## src/rtl/sd_block_arbiter.sv

```systemverilog
// Round-robin arbiter sharing the single host block-transfer channel between three virtual drives.
// A host that never acks is cut off by a timeout, and the drive receives a synthetic two-cycle ack.
module sd_block_arbiter #(
    parameter logic [23:0] TIMEOUT = 24'd14_000_000,
    parameter int unsigned NDRIVES = 3
) (
    input  logic        clk_sys,
    input  logic        reset,
    input  logic [2:0]  sd_rd,
    input  logic [2:0]  sd_wr,
    input  logic [31:0] sd_lba0,
    input  logic [31:0] sd_lba1,
    input  logic [31:0] sd_lba2,
    input  logic [7:0]  sd_buff_din0,
    input  logic [7:0]  sd_buff_din1,
    input  logic [7:0]  sd_buff_din2,
    output logic [2:0]  sd_ack,
    output logic        host_rd,
    output logic        host_wr,
    output logic [31:0] host_lba,
    output logic [1:0]  host_drive,
    input  logic        host_ack,
    output logic [7:0]  host_buff_din,
    output logic        timeout_err,
    output logic        busy
);

    typedef enum logic [2:0] {StIdle, StReq, StXfer, StGuard, StFake} state_e;

    state_e      state_q, state_d;
    logic [1:0]  drive_q, drive_d;
    logic [1:0]  last_q, last_d;
    logic [31:0] lba_q, lba_d;
    logic        dir_rd_q, dir_rd_d;
    logic [23:0] cnt_q, cnt_d;
    logic        fake_q, fake_d;
    logic        ack_prev_q;
    logic        ack_rise;
    logic [2:0]  pick;
    logic [2:0]  pick_oh;
    logic [31:0] pick_lba;

    // Returns {valid, index}; searches last+1, last+2, last+3 (mod NDRIVES), nearest wins.
    function automatic logic [2:0] rr_pick(input logic [2:0] pend, input logic [1:0] last);
        logic [2:0] res;
        logic [1:0] idx;
        res = 3'b000;
        for (int k = 2; k >= 0; k--) begin
            idx = 2'((int'(last) + 1 + k) % int'(NDRIVES));
            if (pend[idx]) res = {1'b1, idx};
        end
        return res;
    endfunction

    assign ack_rise = host_ack & ~ack_prev_q;
    assign pick     = rr_pick(sd_rd | sd_wr, last_q);
    assign pick_oh  = 3'b001 << pick[1:0];

    always_comb begin
        case (pick[1:0])
            2'd0:    pick_lba = sd_lba0;
            2'd1:    pick_lba = sd_lba1;
            default: pick_lba = sd_lba2;
        endcase
    end

    always_ff @(posedge clk_sys or posedge reset) begin
        if (reset) begin
            state_q    <= StIdle;
            drive_q    <= 2'd0;
            last_q     <= 2'd2;
            lba_q      <= 32'd0;
            dir_rd_q   <= 1'b0;
            cnt_q      <= 24'd0;
            fake_q     <= 1'b0;
            ack_prev_q <= 1'b0;
        end else begin
            state_q    <= state_d;
            drive_q    <= drive_d;
            last_q     <= last_d;
            lba_q      <= lba_d;
            dir_rd_q   <= dir_rd_d;
            cnt_q      <= cnt_d;
            fake_q     <= fake_d;
            ack_prev_q <= host_ack;
        end
    end

    always_comb begin
        state_d     = state_q;
        drive_d     = drive_q;
        last_d      = last_q;
        lba_d       = lba_q;
        dir_rd_d    = dir_rd_q;
        cnt_d       = cnt_q;
        fake_d      = fake_q;
        timeout_err = 1'b0;
        unique case (state_q)
            StIdle: begin
                if (pick[2]) begin
                    drive_d  = pick[1:0];
                    lba_d    = pick_lba;
                    dir_rd_d = |(sd_rd & pick_oh);
                    cnt_d    = 24'd0;
                    state_d  = StReq;
                end
            end
            StReq: begin
                if (ack_rise) begin
                    state_d = StXfer;
                end else if (cnt_q == TIMEOUT - 24'd1) begin
                    timeout_err = 1'b1;
                    fake_d      = 1'b0;
                    state_d     = StFake;
                end else if (cnt_q != 24'hFF_FFFF) begin
                    cnt_d = cnt_q + 24'd1;
                end
            end
            StXfer: begin
                if (!host_ack) state_d = StGuard;
            end
            StGuard: begin
                last_d  = drive_q;
                state_d = StIdle;
            end
            StFake: begin
                if (fake_q) state_d = StGuard;
                else        fake_d  = 1'b1;
            end
            default: state_d = StIdle;
        endcase
    end

    always_comb begin
        host_rd    = (state_q == StReq) && dir_rd_q;
        host_wr    = (state_q == StReq) && !dir_rd_q;
        host_lba   = lba_q;
        host_drive = drive_q;
        busy       = (state_q != StIdle);
        sd_ack     = (state_q == StXfer || state_q == StFake) ? (3'b001 << drive_q) : 3'b000;
        case (drive_q)
            2'd0:    host_buff_din = sd_buff_din0;
            2'd1:    host_buff_din = sd_buff_din1;
            2'd2:    host_buff_din = sd_buff_din2;
            default: host_buff_din = 8'h00;
        endcase
    end

endmodule

```

## config.mk

```make
export PLATFORM = sky130hd
export DESIGN_NAME = sd_block_arbiter
export DESIGN_NICKNAME = d
export VERILOG_FILES = /design/src/rtl/sd_block_arbiter.sv
export SDC_FILE = /design/constraint.sdc
export NUM_CORES = 1
export LEC_CHECK = 0
export CAP_MARGIN = 30
export CORE_ASPECT_RATIO = 0.7
export CORE_MARGIN = 2
export CORE_UTILIZATION = 42
export CTS_CLUSTER_DIAMETER = 80
export DETAILED_ROUTE_END_ITERATION = 8
export PLACE_DENSITY = 0.93
export SLEW_MARGIN = 20
export SYNTH_ARGS = -nofsm -noshare
export SYNTH_HDL_FRONTEND = slang
export SYNTH_SLANG_ARGS = --single-unit
export TNS_END_PERCENT = 20
```

## constraint.sdc

```tcl
create_clock -name clk_sys -period 3.3 [get_ports clk_sys]
set_input_delay 0.495 -clock clk_sys [delete_from_list [all_inputs] [get_ports clk_sys]]
set_output_delay 0.495 -clock clk_sys [all_outputs]
set_load 0.01 [all_outputs]
```

# Yosys cells after proc, flatten, opt, wreduce, memory -nomap -nowiden
# Index checks and enable logic that the tools add are counted.
# Widths: inputs -> output; s select.
dict set report word_totals {
  ff_bits 66
  input_bits 129
  out_inout_bits 49
  wordCells 85
}
dict set report classes {
  add_sub_neg 4
  n_div 3
  n_lt_le_gt_ge 3
  eq_ne 17
  n_shift 2
  mux 29
  n_bitwise 4
  reduce_logical 15
}
# operator count
set op_table {}
lappend op_table {{$mod 32x3->32 const B} 3}
lappend op_table {{$mux 24} 4}
lappend op_table {{$pmux 32 s2} 1}
lappend op_table {{$pmux 24 s2} 1}
lappend op_table {{$add 32x2->32 const B} 1}
lappend op_table {{$add 32x3->32 const B} 1}
lappend op_table {{$mux 3} 9}
lappend op_table {{$add 24x1->24 const B} 1}
lappend op_table {{$eq 24x24->1 const B} 1}
lappend op_table {{$ne 24x24->1 const B} 1}
lappend op_table {{$pmux 8 s3} 1}
lappend op_table {{$ne 2x2->1 const B} 7}
lappend op_table {{$pmux 3 s4} 1}
lappend op_table {{$lt 2x3->1 const B} 3}
lappend op_table {{$mux 1} 8}
lappend op_table {{$bmux 1 s2} 3}
lappend op_table {{$eq 3x2->1 const B} 2}
lappend op_table {{$shl 1x2->3 const A} 2}
lappend op_table {{$reduce_and 5->1} 1}
lappend op_table {{$eq 2x1->1 const B} 2}
lappend op_table {{$logic_not 2->1} 2}
lappend op_table {{$reduce_and 4->1} 1}
lappend op_table {{$reduce_bool 2->1} 2}
lappend op_table {{$add 2x1->3 const B} 1}
lappend op_table {{17 further kinds} 18}

# Logic depth before layout (Yosys ltp)
# Gate-level depths: netlist (run 1).
dict set report logic_depth {
  depth_word 11
  mapped_depth 11
  ltp_nobuf 8
}

# Worst setup path after synthesis (run 1)
# No wires, ideal clock.
dict set report synth_path {
  path_type {register to register}
  start {reg last_q[1]}
  end {reg cnt_q[23]}
  setup_time_ps 77
  arrival_ps 2398
  t_required_ps 3223
  setup_slack_ps 824
  stages_incl_launch_ff 11
  n_path_buf 3
  synth_period_minus_slack_ps 2476
  path_cell_list {dfstp_2 ha_1 buf_2 maj3_2 nand2_1 nand4bb_1 buf_2 a21o_1 buf_4 or4_1 a21oi_1}
}
dict set report synth_between {
  elab_chain_len 10
  word_cells_on_any_way 17
  cone_classes {3 x add/sub; 3 x div; 1 x eq/ne; 9 x mux; 1 x reduce/logical}
}
# item line_no
set synth_lines {}
lappend synth_lines {{start: declaration} 32} ;# logic [1:0] last_q, last_d;
lappend synth_lines {{start signal: assignment} 80} ;# last_q <= last_d;
lappend synth_lines {{$add 2x1->3 (*)} 49} ;# idx = 2'((int'(last) + 1 + k) % int'(NDRIVES));
lappend synth_lines {{$add 32x3->32} 49}
lappend synth_lines {{$mod 32x3->32} 49}
lappend synth_lines {{$bmux 1 s2} 50} ;# if (pend[idx]) res = {1'b1, idx};
lappend synth_lines {{$mux 1 (not written as such)} 50}
lappend synth_lines {{$mux 3 (2 in a row)} 50}
lappend synth_lines {{$mux 3 (*)} 50}
lappend synth_lines {{$ne 2x2->1 (no source line) (*)} -}
lappend synth_lines {{$reduce_and 5->1 (no source line) (*)} -}
lappend synth_lines {{end signal: assignment} 83} ;# cnt_q <= cnt_d;
lappend synth_lines {{end: declaration} 35} ;# logic [23:0] cnt_q, cnt_d;
# Every way passes the cells marked *; elsewhere a longest branch is shown, timed or not. The select of a mux whose other input is x is not followed.
# A chain may end at the register's enable or synchronous reset.

# Worst setup path in the final report (run 1)
dict set report layout_path {
  start {reg cnt_q[0]}
  end {out timeout_err}
}
dict set report layout_between {
  elab_chain_len 4
}
# item line_no
set layout_lines {}
lappend layout_lines {{$eq 24x24->1} 111} ;# end else if (cnt_q == TIMEOUT - 24'd1) begin
lappend layout_lines {{$mux 1} 111}
lappend layout_lines {{$mux 1} 109} ;# if (ack_rise) begin
lappend layout_lines {{$mux 1} 98} ;# unique case (state_q)
lappend layout_lines {{end: declaration} 24} ;# output logic timeout_err,
# No other way between the ends.

==> results.json, run 1 <==
{
  "synth_largest_area_cell": "dfrtp_1",
  "grtUsageTotal": 0.259,
  "drive_gt1_frac": 0.0692,
  "power_frac_comb": 0.534,
  "synth_common_cells": "nand2_1, dfrtp_1, nor2_1",
  "power.density_nw_per_um2": 820,
  "place_area_um2": 5710,
  "ys_seq_elements": 66,
  "ys_warn_count": 0,
  "clkPwrFrac": 0.197,
  "worst_pin_slew_ps": 830,
  "switchingPower_mw": 2.03,
  "port_buffers": 177,
  "cts-htree-levels": 3,
  "cts.sinks": 66,
  "p_int_mw": 2.90,
  "final_area_um2": 6010,
  "period_share": 0.979,
  "vias_per_cell": 5.79,
  "grt_max_degree": 51,
  "syn_avg_cell_area_um2": 8.75,
  "synthDistinctLibCells": 54,
  "yosys-top-cells-area": "dfrtp_1, a22oi_1, nand2_1, nor2_1, a31oi_1",
  "via_count": 4235,
  "min_period_ps": 3230,
  "ant_nets": 0,
  "hold_class": "input pin to async pin",
  "muxShareOfSynthArea": 0.0296,
  "setup.worst_path.end_class": "output pin",
  "cts_resized": 0,
  "rsz0062_at_grt": "false",
  "synth-compound-area-share": 0.226,
  "dr.pass1.iters": 5,
  "fmax_ghz": 0.310,
  "setup_viol": 0,
  "setup_tns_ps": 0,
  "num_io_pins": 178,
  "cts_buffer_depth": 2,
  "coreArea_um2": 9000,
  "peakVddDrop_uv": 567,
  "final_max_slew_viol_count": 0,
  "num-fill-cells": 685,
  "grt_pass1_vias": 4117,
  "postSynthNetCount": 572,
  "clock_latency_ps": 340,
  "cts_tree": "built",
  "wl_um": 12900,
  "hold_buffers": 0,
  "postCtsSetupBuffers": 0,
  "drc_errors": 0,
  "yosysTopAreaCellShare": 0.422,
  "cts_root_buf": "clkbuf_16",
  "dieHeight_um": 84.1,
  "synth_edf_count": 0,
  "syn-instance-count": 440,
  "swShare": 0.412,
  "wl_per_cell_um": 17.6,
  "fin_skew_ps": 6.07,
  "die_w_um": 118,
  "cp.required_ps": 2800,
  "final_net_count": 734,
  "power.total_mw": 4.93,
  "area_growth_pct": 56.1,
  "gr-total-overflow": 0,
  "outcome": "complete, no violations",
  "std_cell_rows": 29,
  "slew_headroom": 0.432,
  "synth_top_family_by_area": "compound AO/OA/AOI/OAI gates",
  "synthSimpleGateAreaFrac": 0.211,
  "cts_buffers": 9,
  "finalWeightedCongestion": 1.00,
  "antenna_cells": 0,
  "path_clk_slew_ps": 50,
  "whs_ps": 487,
  "grt_pass1_wl_um": 20600,
  "ys_seq_area_frac": 0.429,
  "hold_viol": 0,
  "maxCapViolCount": 0,
  "drt_iter0_markers": 303,
  "dieArea_um2": 9960,
  "synth_fa_ha_area_frac": 0.0179,
  "synthArstFlopShare": 1.00,
  "seq_area_um2": 1650,
  "synth_most_common_cell": "nand2_1",
  "r2r_slack_ps": 390,
  "start_util": 0.428,
  "path_class": "register to output pin",
  "cp.arrival_ps": 2730,
  "antenna_found_initial": 0,
  "synth-xor-area-share": 0.0387,
  "ys.flop_type": "dfrtp_1",
  "cp-start-kind": "register",
  "syn_area_um2": 3850,
  "dp_hpwl_um": 9350,
  "p_leak_nw": 2.33,
  "multiInputGateArea_um2": 2020,
  "crit_fanout": 6,
  "seqPwrFrac": 0.269
}
-- cell usage in the layout (no fill, tap or decap), types with 3 or more instances in the layout --
cell type	instances
a21oi_1	3
inv_1	7
nand4_1	5
a2111oi_1	3
o21ai_0	12
a2111oi_0	9
a31oi_1	33
xnor2_1	17
and3_1	6
a22oi_1	33
nand2_1	66
clkinvlp_4	3
ha_1	3
buf_4	9
mux2_2	3
or4_1	3
nor3b_1	3
nor3_1	3
nor2b_1	4
mux2i_1	8
nor2_1	58
a211oi_1	4
nand3_1	13
dfrtp_1	65
clkdlybuf4s50_1	177
clkbuf_16	9
-- state kept, by name, indices dropped and copies added (netlist names) --
| name | cells |
|---|---|
| dir_rd_q | 1 |
| host_drive | 2 |
| last_q | 2 |
| state_q | 3 |
| ack_prev_q | 1 |
| cnt_q | 24 |
| host_lba | 32 |
| fake_q | 1 |
-- worst paths after layout --
check	startpoint	end	depth (start not counted)
min in group clk_sys	fake_q$_DFFE_PP0P_	state_q[2]$_DFFE_PP0P_	1
worst min register to register	fake_q$_DFFE_PP0P_	state_q[2]$_DFFE_PP0P_	1
worst max-delay path	cnt_q[0]$_DFFE_PP0P_	timeout_err	7
worst min-delay path	reset	cnt_q[9]$_DFFE_PP0P_	2
worst max register to register	cnt_q[0]$_DFFE_PP0P_	cnt_q[0]$_DFFE_PP0P_	6
max in group asynchronous	reset	host_lba[30]$_DFFE_PP0P_	3
-- through the flow --
| step | std cells | utilization | setup WS [ps] |
|---|---|---|---|
| 6_report | 731 | 0.668 | 70.1 |
| 5_1_grt | 731 | 0.668 | 4.54 |
| 4_1_cts | 731 | 0.668 | 100 |
| 3_5_place_dp | 715 | 0.634 | 401 |
| 3_3_place_gp | 715 | 0.634 | 548 |
| 2_1_floorplan | 440 | - | 824 |
-- worst max-delay path: stages, from the launching register on --
cell and delay (ps):
dfrtp_1 410, ha_1 290, nand3_1 240, or4_4 630, nor2_1 150, nand2b_1 100, inv_1 60, clkdlybuf4s50_1 520
-- routing by layer --
metal / GRT usage / wire [µm] / share of wire
met2: 0.431 / 6130 / 0.48
met4: 0.0758 / 310 / 0.024
met3: 0.0881 / 1270 / 0.099
met1: 0.322 / 5150 / 0.40
met5: 0 / 0 / 0
-- cells by family after synthesis --
kind of cell	Yosys count
AND/OR/NAND/NOR	178
AO/OA/AOI/OAI	118
flip-flops	66
buffers and inverters	44
XOR/XNOR	17
multiplexers	11
adder cells (fa/ha/maj)	6
-- cell type report --
class,count,area share
timing repair buffer,186,0.306
tap,124,0.0258
inverter,9,0.00562
clock inverter,6,0.0110
multi-input combinational,330,0.337
sequential,66,0.275
clock buffer,10,0.0398
-- power groups by stage --
stage / clock [mW] / sequential (mW) / combinational (mW)
after floorplan: 0 / 1.34 / 1.47
after global placement: 0 / 1.30 / 2.49
after detailed placement: 0 / 1.33 / 2.59
after CTS: 0.987 / 1.32 / 2.63
after global routing: 1.03 / 1.36 / 2.83
final: 0.971 / 1.33 / 2.63
(Power assumes the default switching activity.)
==> run 2, diff against run 1 <==
--- a/config.mk
+++ b/config.mk
@@ -11,7 +11,7 @@
 export CORE_UTILIZATION = 42
 export CTS_CLUSTER_DIAMETER = 80
 export DETAILED_ROUTE_END_ITERATION = 8
-export PLACE_DENSITY = 0.93
+export PLACE_DENSITY = 0.81
 export SLEW_MARGIN = 20
 export SYNTH_ARGS = -nofsm -noshare
 export SYNTH_HDL_FRONTEND = slang
==> results.json, run 2 (same netlist as run 1, synthesis figures left out) <==
{
  "instances_no_fill": 733,
  "setup_tns_ps": 0,
  "fin_skew_ps": 6.15,
  "wl_per_cell_um": 16.9,
  "cp.arrival_ps": 2670,
  "clock_latency_ps": 330,
  "min_period_ps": 3170,
  "dp_hpwl_um": 9180,
  "drt_iter0_markers": 269,
  "final_net_count": 736,
  "mostFrequentLayoutCells": "clkdlybuf4s50_1, nand2_1, dfrtp_1",
  "outcome": "complete, no violations",
  "finalWeightedCongestion": 0.927,
  "met1Wirelength_um": 5270,
  "grt_pass1_vias": 3911,
  "peakVddDrop_uv": 426,
  "start_util": 0.428,
  "wl_met2_um": 5940,
  "swShare": 0.402,
  "coreArea_um2": 9000,
  "drive_gt1_frac": 0.0739,
  "grtUsageTotal": 0.248,
  "cts-htree-levels": 3,
  "switchingPower_mw": 2.01,
  "place_area_um2": 5720,
  "antenna_cells": 0,
  "power_frac_comb": 0.526,
  "p_leak_nw": 2.36,
  "wl_um": 12400,
  "port_buffers": 177,
  "path_class": "register to output pin",
  "p_int_mw": 2.99,
  "dr.pass1.iters": 5,
  "maxCapViolCount": 0,
  "rsz0062_at_grt": "false",
  "area_growth_pct": 57.2,
  "grt_pass1_wl_um": 19800,
  "gr-total-overflow": 0,
  "num_io_pins": 178,
  "cts_tree": "built",
  "final_max_slew_viol_count": 0,
  "setup.worst_path.end_class": "output pin",
  "ant_nets": 0,
  "maxUsedRoutingLayer": "met4",
  "setup_viol": 0,
  "power.total_mw": 4.99,
  "dieHeight_um": 84.1,
  "cp.required_ps": 2800,
  "grt_max_degree": 50,
  "drc_errors": 0,
  "dieArea_um2": 9960,
  "setup_ws_ps": 131,
  "largest_reg_flops": 32,
  "slew_headroom": 0.583,
  "worst_pin_slew_ps": 620,
  "cts.sinks": 66,
  "seqPwrFrac": 0.265,
  "antenna_found_initial": 0,
  "postCtsSetupBuffers": 0,
  "pre_cts_ws_ps": 259,
  "final_area_um2": 6050,
  "crit_fanout": 6,
  "path_clk_slew_ps": 60,
  "clkPwrFrac": 0.209,
  "vias_per_cell": 5.55,
  "fmax_ghz": 0.316,
  "dr_wl_met3_um": 971,
  "final_common_cell": "clkdlybuf4s50_1",
  "cts_buffer_depth": 2,
  "hold_class": "input pin to async pin",
  "post-place-cells": 717,
  "cts_buffers": 9,
  "r2r_slack_ps": 420,
  "num-fill-cells": 744,
  "std_cell_rows": 29,
  "hold_viol": 0,
  "cts_root_buf": "clkbuf_16",
  "via_count": 4071,
  "cp-start-kind": "register",
  "period_share": 0.960,
  "power.density_nw_per_um2": 825,
  "die_w_um": 118
}
-- run 2: cell count changes in the layout (fill, tap and decap cells not counted) --
cell	previous run	this run
buf_4	9	11
clkinv_4	1	3
clkinvlp_4	3	1
bufinv_16	1	2
clkbuf_8	1	0
clkinv_2	1	0
inv_6	0	1
nand3_1	13	12
nand3_2	0	1
-- run 2: metal layers --
metal | vias up | GRT usage
li1 | 1932 | -
met1 | 1932 | 0.313
met2 | 190 | 0.419
met3 | 17 | 0.0642
met4 | 0 | 0.0823
met5 | - | 0
-- run 2: path summary, 6_finish.rpt --
| path | endpoint | cells past startpoint | startpoint |
|---|---|---|---|
| setup / recovery | timeout_err | 7 | cnt_q[0]$_DFFE_PP0P_ |
| hold / removal | host_lba[22]$_DFFE_PP0P_ | 2 | reset |
| setup reg to reg | cnt_q[6]$_DFFE_PP0P_ | 8 | last_q[1]$_DFFE_PP1N_ |
| hold reg to reg | state_q[2]$_DFFE_PP0P_ | 1 | fake_q$_DFFE_PP0P_ |
| max in group asynchronous | last_q[1]$_DFFE_PP1N_ | 3 | reset |
| min in group clk_sys | state_q[2]$_DFFE_PP0P_ | 1 | fake_q$_DFFE_PP0P_ |
-- run 2: worst max-delay path, cell delays in order (launching register included) --
cell,delay (ps)
dfrtp_1,400
ha_1,270
nand3_2,190
or4_4,610
nor2_1,170
nand2b_1,100
inv_1,70
clkdlybuf4s50_1,530
-- run 2: layout make-up --
cell class	count	area [µm²]	share of cell area
timing repair buffer	188	1850	0.306
clock buffer	9	225	0.0372
inverter	9	33.8	0.00558
tap	124	155	0.0256
multi-input combinational	330	2030	0.335
sequential	66	1650	0.273
clock inverter	7	103	0.0169
-- run 2: through the flow --
| step | util | hold WS [ps] |
|---|---|---|
| 2_1_floorplan | - | 479 |
| 3_3_place_gp | 0.636 | 512 |
| 3_5_place_dp | 0.636 | 540 |
| 4_1_cts | 0.672 | 434 |
| 5_1_grt | 0.673 | 461 |
| 6_report | 0.673 | 427 |
-- run 2: power groups by stage --
stage | registers [mW] | clock network (mW) | logic [mW]
final | 1.32 | 1.04 | 2.63
after global routing | 1.36 | 1.09 | 2.85
after CTS | 1.32 | 1.06 | 2.64
after detailed placement | 1.33 | 0 | 2.62
after global placement | 1.32 | 0 | 2.54
after floorplan | 1.34 | 0 | 1.47
-- run 2: timing repair --
item                       in CTS  in global routing
gates resized for setup         0                  1
setup endpoints to repair       0                  1
hold buffers                    0                  0
